**config.mk**
```make
export PLATFORM = sky130hd
export DESIGN_NAME = vid_tmds_encoder_flat
export DESIGN_NICKNAME = d
export VERILOG_FILES = /design/src/rtl/vid_tmds_pkg.sv /design/src/rtl/vid_tmds_encoder_if.sv /design/src/rtl/tmds_channel.sv /design/src/rtl/vid_tmds_encoder.sv /design/src/flat_wrapper.sv
export SDC_FILE = /design/constraint.sdc
export NUM_CORES = 1
export LEC_CHECK = 0
export CAP_MARGIN = 40
export CORE_UTILIZATION = 50
export DETAILED_ROUTE_END_ITERATION = 10
export DONT_BUFFER_PORTS = 1
export HOLD_SLACK_MARGIN = 0.08
export MAX_ROUTING_LAYER = met4
export SKIP_CTS_REPAIR_TIMING = 1
export SYNTH_ARGS = -nofsm -noshare
export SYNTH_HDL_FRONTEND = slang
export SYNTH_SLANG_ARGS = --single-unit
```
**constraint.sdc**
```tcl
create_clock -name clk_vga -period 12.7 [get_ports clk_vga]
set_input_delay 1.27 -clock clk_vga [delete_from_list [all_inputs] [get_ports clk_vga]]
set_output_delay 1.27 -clock clk_vga [all_outputs]
set_load 0.01 [all_outputs]
```
**src/rtl/vid_tmds_pkg.sv**
```systemverilog
// Shared constants and helpers for the TMDS encoder: symbol widths, control
// symbols, clock pattern and small bit-counting/expansion functions.
package vid_tmds_pkg;

  localparam int IN_W         = 5;
  localparam int DATA_W       = 8;
  localparam int SYM_W        = 10;
  localparam int TMDS_LATENCY = 3;

  localparam logic [SYM_W-1:0] TMDS_CTRL_00     = 10'b1101010100;
  localparam logic [SYM_W-1:0] TMDS_CTRL_01     = 10'b0010101011;
  localparam logic [SYM_W-1:0] TMDS_CTRL_10     = 10'b0101010100;
  localparam logic [SYM_W-1:0] TMDS_CTRL_11     = 10'b1010101011;
  localparam logic [SYM_W-1:0] TMDS_CLK_PATTERN = 10'b0000011111;

  function automatic logic [3:0] popcount8(input logic [DATA_W-1:0] d);
    logic [3:0] n;
    n = 4'd0;
    for (int i = 0; i < DATA_W; i++) n = n + {3'b000, d[i]};
    return n;
  endfunction

  function automatic logic [SYM_W-1:0] ctrl_symbol(input logic [1:0] c);
    case (c)
      2'b00:   return TMDS_CTRL_00;
      2'b01:   return TMDS_CTRL_01;
      2'b10:   return TMDS_CTRL_10;
      default: return TMDS_CTRL_11;
    endcase
  endfunction

  // Replicating the top bits maps full-scale 5-bit to full-scale 8-bit.
  function automatic logic [DATA_W-1:0] expand5(input logic [IN_W-1:0] x);
    return {x, x[4:2]};
  endfunction

endpackage

```
**src/rtl/vid_tmds_encoder_if.sv**
```systemverilog
// Pixel/sync/blank bundle from the framebuffer and the TMDS symbol outputs.
interface vid_tmds_encoder_if;
  import vid_tmds_pkg::*;

  logic [IN_W-1:0]  VGA_R;
  logic [IN_W-1:0]  VGA_G;
  logic [IN_W-1:0]  VGA_B;
  logic             VGA_HS;
  logic             VGA_VS;
  logic             VGA_BLANK;
  logic [SYM_W-1:0] tmds_r;
  logic [SYM_W-1:0] tmds_g;
  logic [SYM_W-1:0] tmds_b;
  logic [SYM_W-1:0] tmds_clk;

  modport master (
    output VGA_R, VGA_G, VGA_B, VGA_HS, VGA_VS, VGA_BLANK,
    input  tmds_r, tmds_g, tmds_b, tmds_clk
  );

  modport slave (
    input  VGA_R, VGA_G, VGA_B, VGA_HS, VGA_VS, VGA_BLANK,
    output tmds_r, tmds_g, tmds_b, tmds_clk
  );

endinterface

```
**src/rtl/tmds_channel.sv**
```systemverilog
// One TMDS channel: transition minimisation (stage 2) and DC balancing with
// a running disparity counter (stage 3). Blanking emits control symbols.
module tmds_channel
  import vid_tmds_pkg::*;
(
  input  logic              clk_vga,
  input  logic              reset,
  input  logic [DATA_W-1:0] data,
  input  logic [1:0]        ctrl,
  input  logic              blank,
  output logic [SYM_W-1:0]  symbol
);

  logic [3:0]        n1_data;
  logic              use_xnor;
  logic [8:0]        q_m_next;
  logic [8:0]        q_m_reg;
  logic [3:0]        n1q_reg;
  logic [3:0]        n0q_reg;
  logic [1:0]        ctrl_reg;
  logic              blank_reg;
  logic signed [5:0] cnt_reg;
  logic signed [5:0] cnt_next;
  logic [SYM_W-1:0]  symbol_next;
  logic signed [5:0] diff;
  logic signed [5:0] q8_x2;
  logic signed [5:0] nq8_x2;

  assign n1_data  = popcount8(data);
  assign use_xnor = (n1_data > 4'd4) || ((n1_data == 4'd4) && !data[0]);

  always_comb begin
    q_m_next    = '0;
    q_m_next[0] = data[0];
    for (int i = 1; i < DATA_W; i++)
      q_m_next[i] = use_xnor ? ~(q_m_next[i-1] ^ data[i]) : (q_m_next[i-1] ^ data[i]);
    q_m_next[8] = ~use_xnor;
  end

  assign diff   = $signed({2'b00, n1q_reg}) - $signed({2'b00, n0q_reg});
  assign q8_x2  = $signed({4'b0000, q_m_reg[8], 1'b0});
  assign nq8_x2 = $signed({4'b0000, ~q_m_reg[8], 1'b0});

  always_comb begin
    symbol_next = ctrl_symbol(ctrl_reg);
    cnt_next    = '0;
    if (!blank_reg) begin
      if (cnt_reg == 6'sd0 || n1q_reg == n0q_reg) begin
        symbol_next = {~q_m_reg[8], q_m_reg[8], q_m_reg[8] ? q_m_reg[7:0] : ~q_m_reg[7:0]};
        cnt_next    = q_m_reg[8] ? cnt_reg + diff : cnt_reg - diff;
      end else if ((cnt_reg > 6'sd0 && n1q_reg > n0q_reg) ||
                   (cnt_reg < 6'sd0 && n0q_reg > n1q_reg)) begin
        symbol_next = {1'b1, q_m_reg[8], ~q_m_reg[7:0]};
        cnt_next    = cnt_reg + q8_x2 - diff;
      end else begin
        symbol_next = {1'b0, q_m_reg[8], q_m_reg[7:0]};
        cnt_next    = cnt_reg - nq8_x2 + diff;
      end
    end
  end

  always_ff @(posedge clk_vga) begin
    if (reset) begin
      q_m_reg   <= '0;
      n1q_reg   <= '0;
      n0q_reg   <= '0;
      ctrl_reg  <= '0;
      blank_reg <= 1'b1;
      cnt_reg   <= '0;
      symbol    <= TMDS_CTRL_00;
    end else begin
      q_m_reg   <= q_m_next;
      n1q_reg   <= popcount8(q_m_next[7:0]);
      n0q_reg   <= 4'd8 - popcount8(q_m_next[7:0]);
      ctrl_reg  <= ctrl;
      blank_reg <= blank;
      cnt_reg   <= cnt_next;
      symbol    <= symbol_next;
    end
  end

endmodule

```
**src/rtl/vid_tmds_encoder.sv**
```systemverilog
// RGB555 + sync/blank to three TMDS symbol streams, 3-clock fixed latency.
// Stage 1 lives here; stages 2-3 are per-channel.
module vid_tmds_encoder
  import vid_tmds_pkg::*;
(
  input  logic          clk_vga,
  input  logic          reset,
  vid_tmds_encoder_if.slave vid
);

  logic [DATA_W-1:0] r_reg, g_reg, b_reg;
  logic              hs_reg, vs_reg, blank_reg;
  logic [DATA_W-1:0] chan_data [3];
  logic [1:0]        chan_ctrl [3];
  logic [SYM_W-1:0]  chan_sym  [3];

  always_ff @(posedge clk_vga) begin
    if (reset) begin
      r_reg     <= '0;
      g_reg     <= '0;
      b_reg     <= '0;
      hs_reg    <= 1'b0;
      vs_reg    <= 1'b0;
      blank_reg <= 1'b1;
    end else begin
      r_reg     <= expand5(vid.VGA_R);
      g_reg     <= expand5(vid.VGA_G);
      b_reg     <= expand5(vid.VGA_B);
      hs_reg    <= vid.VGA_HS;
      vs_reg    <= vid.VGA_VS;
      blank_reg <= vid.VGA_BLANK;
    end
  end

  // Channel 0 = blue carries the syncs; green and red send C=00 in blanking.
  assign chan_data[0] = b_reg;
  assign chan_data[1] = g_reg;
  assign chan_data[2] = r_reg;
  assign chan_ctrl[0] = {vs_reg, hs_reg};
  assign chan_ctrl[1] = 2'b00;
  assign chan_ctrl[2] = 2'b00;

  generate
    for (genvar gi = 0; gi < 3; gi++) begin : g_chan
      tmds_channel u_chan (
        .clk_vga (clk_vga),
        .reset   (reset),
        .data    (chan_data[gi]),
        .ctrl    (chan_ctrl[gi]),
        .blank   (blank_reg),
        .symbol  (chan_sym[gi])
      );
    end
  endgenerate

  assign vid.tmds_b   = chan_sym[0];
  assign vid.tmds_g   = chan_sym[1];
  assign vid.tmds_r   = chan_sym[2];
  assign vid.tmds_clk = TMDS_CLK_PATTERN;

endmodule
```
**src/flat_wrapper.sv**
```systemverilog
// flat-port wrapper written by rule: the top's interface ports become plain ports
module vid_tmds_encoder_flat import vid_tmds_pkg::*;
  (clk_vga, reset, vid_VGA_R, vid_VGA_G, vid_VGA_B, vid_VGA_HS, vid_VGA_VS, vid_VGA_BLANK, vid_tmds_r, vid_tmds_g, vid_tmds_b, vid_tmds_clk);
  vid_tmds_encoder_if vid_i ();
  input  logic clk_vga;
  input  logic reset;
  input wire logic [$bits(vid_i.VGA_R)-1:0] vid_VGA_R;
  input wire logic [$bits(vid_i.VGA_G)-1:0] vid_VGA_G;
  input wire logic [$bits(vid_i.VGA_B)-1:0] vid_VGA_B;
  input wire logic [$bits(vid_i.VGA_HS)-1:0] vid_VGA_HS;
  input wire logic [$bits(vid_i.VGA_VS)-1:0] vid_VGA_VS;
  input wire logic [$bits(vid_i.VGA_BLANK)-1:0] vid_VGA_BLANK;
  output wire logic [$bits(vid_i.tmds_r)-1:0] vid_tmds_r;
  output wire logic [$bits(vid_i.tmds_g)-1:0] vid_tmds_g;
  output wire logic [$bits(vid_i.tmds_b)-1:0] vid_tmds_b;
  output wire logic [$bits(vid_i.tmds_clk)-1:0] vid_tmds_clk;
  assign vid_i.VGA_R = vid_VGA_R;
  assign vid_i.VGA_G = vid_VGA_G;
  assign vid_i.VGA_B = vid_VGA_B;
  assign vid_i.VGA_HS = vid_VGA_HS;
  assign vid_i.VGA_VS = vid_VGA_VS;
  assign vid_i.VGA_BLANK = vid_VGA_BLANK;
  assign vid_tmds_r = vid_i.tmds_r;
  assign vid_tmds_g = vid_i.tmds_g;
  assign vid_tmds_b = vid_i.tmds_b;
  assign vid_tmds_clk = vid_i.tmds_clk;
  vid_tmds_encoder u_core (.clk_vga(clk_vga), .reset(reset), .vid(vid_i));
endmodule
```
==> report_table.html, run 1 <==
<table>
<tr><th>Metric</th><th>Value</th></tr>
<tr><th colspan="2">Critical path</th></tr>
<tr><td>Launching instance or port of the critical path</td><td>u_core.r_reg[5]$_SDFF_PP0_</td></tr>
<tr><td>Worst R2R Start</td><td>u_core.r_reg[5]$_SDFF_PP0_</td></tr>
<tr><td>Worst EP required</td><td>13.01 ns</td></tr>
<tr><td>Setup slack, reg-to-reg</td><td>7.13 ns</td></tr>
<tr><td>Startpoint type of the worst setup path</td><td>flop</td></tr>
<tr><td>Most used cell along the critical path</td><td>sky130_fd_sc_hd__fa_1</td></tr>
<tr><td>Kind of end point of the critical path</td><td>flop</td></tr>
<tr><td>Cells along the critical path</td><td>ha_1, xnor2_1, xnor2_1, inv_1, fa_1, inv_1, fa_1, o32ai_2, o21ai_2, xnor2_1, ha_1, fa_1, fa_1, ha_1, fa_1, inv_1, ha_1, xnor2_1, nor2_1</td></tr>
<tr><td>Category of cells accounting for the largest share of critical-path delay</td><td>adder cells</td></tr>
<tr><td>Largest stage delay on the critical path</td><td>0.53 ns</td></tr>
<tr><td>Worst path bufs/invs</td><td>3</td></tr>
<tr><td>Critical path's slowest cell</td><td>sky130_fd_sc_hd__fa_1</td></tr>
<tr><td>Critical Path AT</td><td>5.88 ns</td></tr>
<tr><td>Largest driver fanout on the critical path</td><td>7</td></tr>
<tr><td>CP Class</td><td>reg -&gt; reg</td></tr>
<tr><th colspan="2">Cells and area</th></tr>
<tr><td>Diode insertion count for antenna repair</td><td>0</td></tr>
<tr><td>Area growth from synthesis to final layout</td><td>9.81%</td></tr>
<tr><td>Commonest cells after routing, fill and taps aside</td><td>114 x sky130_fd_sc_hd__dfxtp_1, 100 x sky130_fd_sc_hd__ha_1, 93 x sky130_fd_sc_hd__inv_1, 81 x sky130_fd_sc_hd__xnor2_1, 61 x sky130_fd_sc_hd__nor2_1</td></tr>
<tr><td>Fraction of final layout cells sized beyond drive strength 1</td><td>0.0762</td></tr>
<tr><td>Nets</td><td>975</td></tr>
<tr><td>Area of all placed cells without fillers</td><td>8490 µm²</td></tr>
<tr><td>Final std cells w/o fill</td><td>1028</td></tr>
<tr><td>Number of flip-flops under the largest register name</td><td>30</td></tr>
<tr><td>Commonest non-fill, non-tap cell in the layout</td><td>sky130_fd_sc_hd__dfxtp_1</td></tr>
<tr><th colspan="2">Clock tree</th></tr>
<tr><td>Clock insertion delay at the later pin of the skew report</td><td>0.41 ns</td></tr>
<tr><td>Clk buf depth</td><td>2</td></tr>
<tr><td>Clock tree from TritonCTS</td><td>yes</td></tr>
<tr><td>Sinks on the clock net</td><td>114</td></tr>
<tr><td>CTS H-Tree Depth</td><td>4</td></tr>
<tr><td>Clock root buffer master</td><td>sky130_fd_sc_hd__clkbuf_16</td></tr>
<tr><td>Total clock buffers created by CTS</td><td>17</td></tr>
<tr><td>Reg clk slew, reported paths</td><td>0.05 ns</td></tr>
<tr><th colspan="2">Synthesis</th></tr>
<tr><td>Cell variety after synth</td><td>54</td></tr>
<tr><td>Share of the yosys chip area belonging to registers</td><td>0.295</td></tr>
<tr><td>Number of warnings printed during yosys synthesis</td><td>0</td></tr>
<tr><td>Number of enable flip-flop cells after synthesis</td><td>0</td></tr>
<tr><td>Synth Register Bits</td><td>114</td></tr>
<tr><td>Synth top area share</td><td>0.295</td></tr>
<tr><td>Main area contributors after synthesis</td><td>sky130_fd_sc_hd__dfxtp_1 30%, sky130_fd_sc_hd__ha_1 16%, sky130_fd_sc_hd__xnor2_1 9.2%, sky130_fd_sc_hd__fa_1 7.3%, sky130_fd_sc_hd__inv_1 4.5%</td></tr>
<tr><td>Post-synth design cell area</td><td>7730 µm²</td></tr>
<tr><td>Commonest register cell after synthesis</td><td>sky130_fd_sc_hd__dfxtp_1</td></tr>
<tr><td>Ys async rst share</td><td>0</td></tr>
<tr><td>Post-synthesis cell type with the largest combined area</td><td>sky130_fd_sc_hd__dfxtp_1</td></tr>
<tr><td>Mapped Cells</td><td>823</td></tr>
<tr><td>Mean area per synthesized cell</td><td>9.39 µm²</td></tr>
<tr><th colspan="2">Floorplan</th></tr>
<tr><td>Num ports</td><td>60</td></tr>
<tr><td>Vertical die dimension</td><td>126 µm</td></tr>
<tr><td>Starting Density</td><td>0.510</td></tr>
<tr><td>Std-Cell Core Area</td><td>15100 µm²</td></tr>
<tr><td>Die Width</td><td>126 µm</td></tr>
<tr><td>Site row count</td><td>45</td></tr>
<tr><td>Die outline area</td><td>16000 µm²</td></tr>
<tr><th colspan="2">GRT</th></tr>
<tr><td>Total GRT Usage</td><td>0.193</td></tr>
<tr><td>Residual overflow from global routing</td><td>0</td></tr>
<tr><td>Antenna violations before repair</td><td>0</td></tr>
<tr><td>Vias in the first global route</td><td>5172</td></tr>
<tr><td>Largest net degree at the start of global routing</td><td>55</td></tr>
<tr><td>Global-route wire length before repair</td><td>23.9 mm</td></tr>
<tr><th colspan="2">Place</th></tr>
<tr><td>DPL Wire Length</td><td>10.7 mm</td></tr>
<tr><td>Number of port buffers</td><td>0</td></tr>
<tr><td>Placement Cell Area</td><td>7880 µm²</td></tr>
<tr><td>Global placer's final weighted congestion</td><td>0.854</td></tr>
<tr><td>Number of placed instances, taps included</td><td>996</td></tr>
<tr><th colspan="2">STA</th></tr>
<tr><td>Fmax</td><td>0.179 GHz</td></tr>
<tr><td>Clk_skew</td><td>0.00594 ns</td></tr>
<tr><td>Crit path time final</td><td>5.57 ns</td></tr>
<tr><td>Sum of negative setup slack</td><td>0 ns</td></tr>
<tr><td>Unrepaired setup endpoints after global routing</td><td>false</td></tr>
<tr><td>Max-Slew Margin vs Limit</td><td>0.381</td></tr>
<tr><td>Number of max-slew violations in the final report</td><td>0</td></tr>
<tr><td>Final number of hold-violating endpoints</td><td>0</td></tr>
<tr><td>Transition time of the tightest slew-check pin</td><td>0.924 ns</td></tr>
<tr><td>Final number of setup-violating endpoints</td><td>0</td></tr>
<tr><td>Tcrit/Tclk final</td><td>0.439</td></tr>
<tr><th colspan="2">Outcome</th></tr>
<tr><td>Outcome</td><td>finished clean</td></tr>
<tr><th colspan="2">Route</th></tr>
<tr><td>Detailed-route via count</td><td>5222</td></tr>
<tr><td>Number of nets with antenna violations after routing</td><td>0</td></tr>
<tr><td>DRC violations left</td><td>0</td></tr>
<tr><td>Vias/cell</td><td>5.08</td></tr>
<tr><td>Final routed wirelength across all metal layers</td><td>13.8 mm</td></tr>
<tr><td>Iteration count of the initial detailed-routing pass</td><td>4</td></tr>
<tr><td>Iteration-0 DRC count of the detailed router</td><td>217</td></tr>
<tr><td>Avg WL per Cell</td><td>13.4 µm</td></tr>
<tr><th colspan="2">Worst hold path</th></tr>
<tr><td>Startpoint of the lowest-slack hold path</td><td>u_core.blank_reg$_SDFF_PP1_</td></tr>
<tr><td>Worst Hold Class</td><td>reg -&gt; reg</td></tr>
<tr><th colspan="2">Flow run</th></tr>
<tr><td>Max-cap violations</td><td>0</td></tr>
</table>
worst paths after layout:
path / end / cells after the start
hold / removal: u_core.g_chan[1].u_chan.blank_reg$_SDFF_PP1_ / 1
hold reg to reg: u_core.g_chan[1].u_chan.blank_reg$_SDFF_PP1_ / 1
setup reg to reg: u_core.g_chan[2].u_chan.n0q_reg[2]$_SDFF_PP0_ / 19
setup / recovery: u_core.g_chan[2].u_chan.n0q_reg[2]$_SDFF_PP0_ / 19
kinds of logic after synthesis:
family          Yosys count  share of synthesized area
simple gates            194                      0.130
compound gates          143                      0.120
fa+ha+maj               128                      0.234
buf+inv                 117                     0.0620
xor+xnor                115                      0.144
flops                   114                      0.295
mux                      10                     0.0134
other cells               2                   0.000972
Yosys cell counts, types with 3 or more instances:
| master | number |
|---|---|
| sky130_fd_sc_hd__and3_1 | 7 |
| sky130_fd_sc_hd__o21ai_2 | 3 |
| sky130_fd_sc_hd__ha_1 | 100 |
| sky130_fd_sc_hd__xnor2_1 | 81 |
| sky130_fd_sc_hd__nand3_1 | 11 |
| sky130_fd_sc_hd__inv_1 | 93 |
| sky130_fd_sc_hd__or2_2 | 11 |
| sky130_fd_sc_hd__nor3b_1 | 6 |
| sky130_fd_sc_hd__a21oi_1 | 42 |
| sky130_fd_sc_hd__a21o_1 | 21 |
| sky130_fd_sc_hd__o211ai_1 | 7 |
| sky130_fd_sc_hd__nand2_1 | 21 |
| sky130_fd_sc_hd__o21ai_0 | 28 |
| sky130_fd_sc_hd__buf_4 | 10 |
| sky130_fd_sc_hd__xor2_1 | 24 |
| sky130_fd_sc_hd__nor2_1 | 62 |
| sky130_fd_sc_hd__nor2b_1 | 36 |
| sky130_fd_sc_hd__mux2i_1 | 9 |
| sky130_fd_sc_hd__fa_1 | 28 |
| sky130_fd_sc_hd__a31oi_1 | 11 |
| sky130_fd_sc_hd__o21a_1 | 7 |
| sky130_fd_sc_hd__or3_1 | 5 |
| sky130_fd_sc_hd__a211oi_1 | 9 |
| sky130_fd_sc_hd__nor3_1 | 3 |
| sky130_fd_sc_hd__nand2b_1 | 3 |
| sky130_fd_sc_hd__o22a_1 | 3 |
| sky130_fd_sc_hd__and2_1 | 19 |
| sky130_fd_sc_hd__xnor2_2 | 5 |
| sky130_fd_sc_hd__clkbuf_1 | 11 |
| sky130_fd_sc_hd__dfxtp_1 | 114 |
area by class of cell:
cell class / instances / area (µm²)
Sequential cell: 114 / 2280
Timing Repair Buffer: 1 / 7.51
Fill cell: 1324 / 6660
Clock inverter: 12 / 156
Inverter: 93 / 349
Clock buffer: 20 / 457
Multi-Input combinational cell: 600 / 5000
Tap cell: 188 / 235
worst reg2reg max path, stage by stage (launching register included):
cell and delay [ns]:
sky130_fd_sc_hd__dfxtp_1 0.35, sky130_fd_sc_hd__ha_1 0.51, sky130_fd_sc_hd__xnor2_1 0.18, sky130_fd_sc_hd__xnor2_1 0.17, sky130_fd_sc_hd__inv_1 0.08, sky130_fd_sc_hd__fa_1 0.37
sky130_fd_sc_hd__inv_1 0.11, sky130_fd_sc_hd__fa_1 0.45, sky130_fd_sc_hd__o32ai_2 0.31, sky130_fd_sc_hd__o21ai_2 0.18, sky130_fd_sc_hd__xnor2_1 0.28, sky130_fd_sc_hd__ha_1 0.30
sky130_fd_sc_hd__fa_1 0.53, sky130_fd_sc_hd__fa_1 0.41, sky130_fd_sc_hd__ha_1 0.22, sky130_fd_sc_hd__fa_1 0.51, sky130_fd_sc_hd__inv_1 0.08, sky130_fd_sc_hd__ha_1 0.21
sky130_fd_sc_hd__xnor2_1 0.15, sky130_fd_sc_hd__nor2_1 0.06
layer usage:
layer  wire length (µm)  vias to the layer above  global-route usage
met4                116                        0              0.0659
met1               6800                     2436               0.241
met5                  0                        -                   -
met2               6510                       81               0.313
met3                380                       10              0.0401
li1                   -                     2695                   -
per-stage QoR:
step | hold slack [ns] | worst slack [ns] | utilization
after floorplan | 0.389 | 7.52 | -
after global routing | 0.422 | 6.79 | 0.560
after detailed placement | 0.402 | 7.11 | 0.520
after global placement | 0.398 | 7.39 | 0.519
after CTS | 0.411 | 7.10 | 0.560
final | 0.409 | 7.13 | 0.560
Power of run 1 is not shown: default switching activity piles up to over one toggle a cycle in this logic, so the estimate is an artifact.
==> run 2, diff against run 1 <==
clock period = 5.4 ns   (was 12.7 ns; I/O delays follow)
==> run 2 against run 1 <==
Critical path depth fell by 1. Register-to-register slack worse by 6.8 ns. Sequential cell count stayed put. Utilization grew 0.89 points.
==> report_table.html, run 2 (same netlist as run 1, synthesis figures left out) <==
<table>
<tr><th>Metric</th><th>Value</th></tr>
<tr><th colspan="2">Outcome</th></tr>
<tr><td>Outcome</td><td>finished clean</td></tr>
<tr><th colspan="2">Clock tree</th></tr>
<tr><td>Total clock buffers created by CTS</td><td>17</td></tr>
<tr><td>Clk buf depth</td><td>2</td></tr>
<tr><td>CTS H-Tree Depth</td><td>4</td></tr>
<tr><td>Clock root buffer master</td><td>sky130_fd_sc_hd__clkbuf_16</td></tr>
<tr><td>Reg clk slew, reported paths</td><td>0.05 ns</td></tr>
<tr><td>Clock insertion delay at the later pin of the skew report</td><td>0.41 ns</td></tr>
<tr><td>Sinks on the clock net</td><td>114</td></tr>
<tr><td>Clock tree from TritonCTS</td><td>yes</td></tr>
<tr><th colspan="2">Route</th></tr>
<tr><td>Avg WL per Cell</td><td>13.8 µm</td></tr>
<tr><td>Iteration count of the initial detailed-routing pass</td><td>4</td></tr>
<tr><td>DRC violations left</td><td>0</td></tr>
<tr><td>Vias/cell</td><td>5.14</td></tr>
<tr><td>Final routed wirelength across all metal layers</td><td>14.2 mm</td></tr>
<tr><td>Detailed-route via count</td><td>5297</td></tr>
<tr><td>Number of nets with antenna violations after routing</td><td>0</td></tr>
<tr><td>Iteration-0 DRC count of the detailed router</td><td>214</td></tr>
<tr><th colspan="2">Place</th></tr>
<tr><td>DPL Wire Length</td><td>10.7 mm</td></tr>
<tr><td>Number of port buffers</td><td>0</td></tr>
<tr><td>Placement Cell Area</td><td>7880 µm²</td></tr>
<tr><td>Global placer's final weighted congestion</td><td>0.831</td></tr>
<tr><th colspan="2">STA</th></tr>
<tr><td>Max-Slew Margin vs Limit</td><td>0.439</td></tr>
<tr><td>Worst hold margin</td><td>0.206 ns</td></tr>
<tr><td>Transition time of the tightest slew-check pin</td><td>0.840 ns</td></tr>
<tr><td>Tcrit/Tclk final</td><td>0.946</td></tr>
<tr><td>Final number of hold-violating endpoints</td><td>0</td></tr>
<tr><td>Final number of setup-violating endpoints</td><td>0</td></tr>
<tr><td>Crit path time final</td><td>5.11 ns</td></tr>
<tr><td>Unrepaired setup endpoints after global routing</td><td>false</td></tr>
<tr><td>Fmax</td><td>0.196 GHz</td></tr>
<tr><td>Number of max-slew violations in the final report</td><td>0</td></tr>
<tr><td>Clk_skew</td><td>0.00750 ns</td></tr>
<tr><td>Sum of negative setup slack</td><td>0 ns</td></tr>
<tr><th colspan="2">Cells and area</th></tr>
<tr><td>FF+latch area</td><td>2290 µm²</td></tr>
<tr><td>Area growth from synthesis to final layout</td><td>11.6%</td></tr>
<tr><td>Fraction of final layout cells sized beyond drive strength 1</td><td>0.0890</td></tr>
<tr><td>Number of flip-flops under the largest register name</td><td>30</td></tr>
<tr><td>Nets</td><td>978</td></tr>
<tr><td>Area of all placed cells without fillers</td><td>8620 µm²</td></tr>
<tr><td>Area of combinational cells with multiple inputs</td><td>5050 µm²</td></tr>
<tr><td>Fillers</td><td>1280</td></tr>
<tr><td>Diode insertion count for antenna repair</td><td>0</td></tr>
<tr><td>Commonest cells after routing, fill and taps aside</td><td>113 x sky130_fd_sc_hd__dfxtp_1, 97 x sky130_fd_sc_hd__ha_1, 92 x sky130_fd_sc_hd__inv_1, 80 x sky130_fd_sc_hd__xnor2_1, 61 x sky130_fd_sc_hd__nor2_1</td></tr>
<tr><td>Commonest non-fill, non-tap cell in the layout</td><td>sky130_fd_sc_hd__dfxtp_1</td></tr>
<tr><td>Core utilization of the finished layout</td><td>0.569</td></tr>
<tr><th colspan="2">GRT</th></tr>
<tr><td>Global-route wire length before repair</td><td>24.7 mm</td></tr>
<tr><td>Largest net degree at the start of global routing</td><td>55</td></tr>
<tr><td>Total GRT Usage</td><td>0.200</td></tr>
<tr><td>Residual overflow from global routing</td><td>0</td></tr>
<tr><td>Antenna violations before repair</td><td>0</td></tr>
<tr><td>Vias in the first global route</td><td>5309</td></tr>
<tr><th colspan="2">Floorplan</th></tr>
<tr><td>Std-Cell Core Area</td><td>15100 µm²</td></tr>
<tr><td>Num ports</td><td>60</td></tr>
<tr><td>Site row count</td><td>45</td></tr>
<tr><td>Die outline area</td><td>16000 µm²</td></tr>
<tr><td>Vertical die dimension</td><td>126 µm</td></tr>
<tr><td>Die Width</td><td>126 µm</td></tr>
<tr><td>Starting Density</td><td>0.510</td></tr>
<tr><th colspan="2">Worst hold path</th></tr>
<tr><td>Startpoint of the lowest-slack hold path</td><td>reset</td></tr>
<tr><td>Worst Hold Class</td><td>in -&gt; reg</td></tr>
<tr><th colspan="2">Critical path</th></tr>
<tr><td>Startpoint type of the worst setup path</td><td>flop</td></tr>
<tr><td>Last element of the critical path</td><td>u_core.g_chan[2].u_chan.n0q_reg[1]$_SDFF_PP0_</td></tr>
<tr><td>Path depth of the worst reg2reg path</td><td>18</td></tr>
<tr><td>Worst EP required</td><td>5.70 ns</td></tr>
<tr><td>Launching instance or port of the critical path</td><td>u_core.r_reg[5]$_SDFF_PP0_</td></tr>
<tr><td>Critical Path AT</td><td>5.41 ns</td></tr>
<tr><td>Largest driver fanout on the critical path</td><td>6</td></tr>
<tr><td>Worst R2R Start</td><td>u_core.r_reg[5]$_SDFF_PP0_</td></tr>
<tr><td>Setup slack, reg-to-reg</td><td>0.29 ns</td></tr>
<tr><td>Kind of end point of the critical path</td><td>flop</td></tr>
<tr><td>Crit Reg-Reg Endpoint</td><td>u_core.g_chan[2].u_chan.n0q_reg[1]$_SDFF_PP0_</td></tr>
<tr><td>CP Class</td><td>reg -&gt; reg</td></tr>
<tr><th colspan="2">Flow run</th></tr>
<tr><td>Max-cap violations</td><td>0</td></tr>
</table>
-- run 2: cell type report --
type,instances,share of cell area
Sequential cell,114,0.265
Timing Repair Buffer,4,0.00348
Clock buffer,20,0.0541
Tap cell,188,0.0273
Clock inverter,12,0.0237
Inverter,93,0.0405
Multi-Input combinational cell,600,0.586
-- run 2: through the flow --
stage / std cells / setup slack (ns)
2_1_floorplan: 831 / 0.221
3_3_place_gp: 996 / 0.238
3_5_place_dp: 997 / -0.00748
4_1_cts: 1029 / -0.0264
5_1_grt: 1031 / 0.00232
6_report: 1031 / 0.291
-- run 2: worst min-delay path by stage --
stage | cells past startpoint | to | slack (ns)
5_1_grt | 1 | u_core.g_chan[0].u_chan.q_m_reg[2]$_SDFF_PP0_ | 0.18
6_report | 1 | u_core.g_chan[0].u_chan.q_m_reg[2]$_SDFF_PP0_ | 0.21
3_3_place_gp | 1 | u_core.g_chan[1].u_chan.blank_reg$_SDFF_PP1_ | 0.40
4_1_cts | 1 | u_core.g_chan[1].u_chan.q_m_reg[0]$_SDFF_PP0_ | 0.18
3_5_place_dp | 1 | u_core.g_chan[1].u_chan.blank_reg$_SDFF_PP1_ | 0.40
2_1_floorplan | 1 | u_core.g_chan[1].u_chan.blank_reg$_SDFF_PP1_ | 0.39
-- run 2: metal layers --
layer,share of wire,global-route usage,up-vias
li1,-,-,2705
met1,0.48,0.252,2485
met2,0.47,0.315,81
met3,0.033,0.0422,26
met4,0.022,0.0737,0
met5,0,-,-
-- run 2: worst max-delay path, stage by stage, from the launching register on --
cell and delay [ns]:
sky130_fd_sc_hd__dfxtp_4 0.36, sky130_fd_sc_hd__ha_4 0.24, sky130_fd_sc_hd__xnor2_1 0.13, sky130_fd_sc_hd__xnor2_1 0.24, sky130_fd_sc_hd__inv_1 0.09, sky130_fd_sc_hd__fa_1 0.38
sky130_fd_sc_hd__inv_2 0.08, sky130_fd_sc_hd__fa_1 0.43, sky130_fd_sc_hd__o32ai_4 0.30, sky130_fd_sc_hd__o21ai_4 0.14, sky130_fd_sc_hd__xnor2_2 0.24, sky130_fd_sc_hd__ha_1 0.28
sky130_fd_sc_hd__fa_1 0.50, sky130_fd_sc_hd__fa_1 0.42, sky130_fd_sc_hd__ha_2 0.20, sky130_fd_sc_hd__fa_1 0.49, sky130_fd_sc_hd__inv_1 0.07, sky130_fd_sc_hd__ha_1 0.28
sky130_fd_sc_hd__nor2b_1 0.13
Power of run 2 is left out for the same reason.
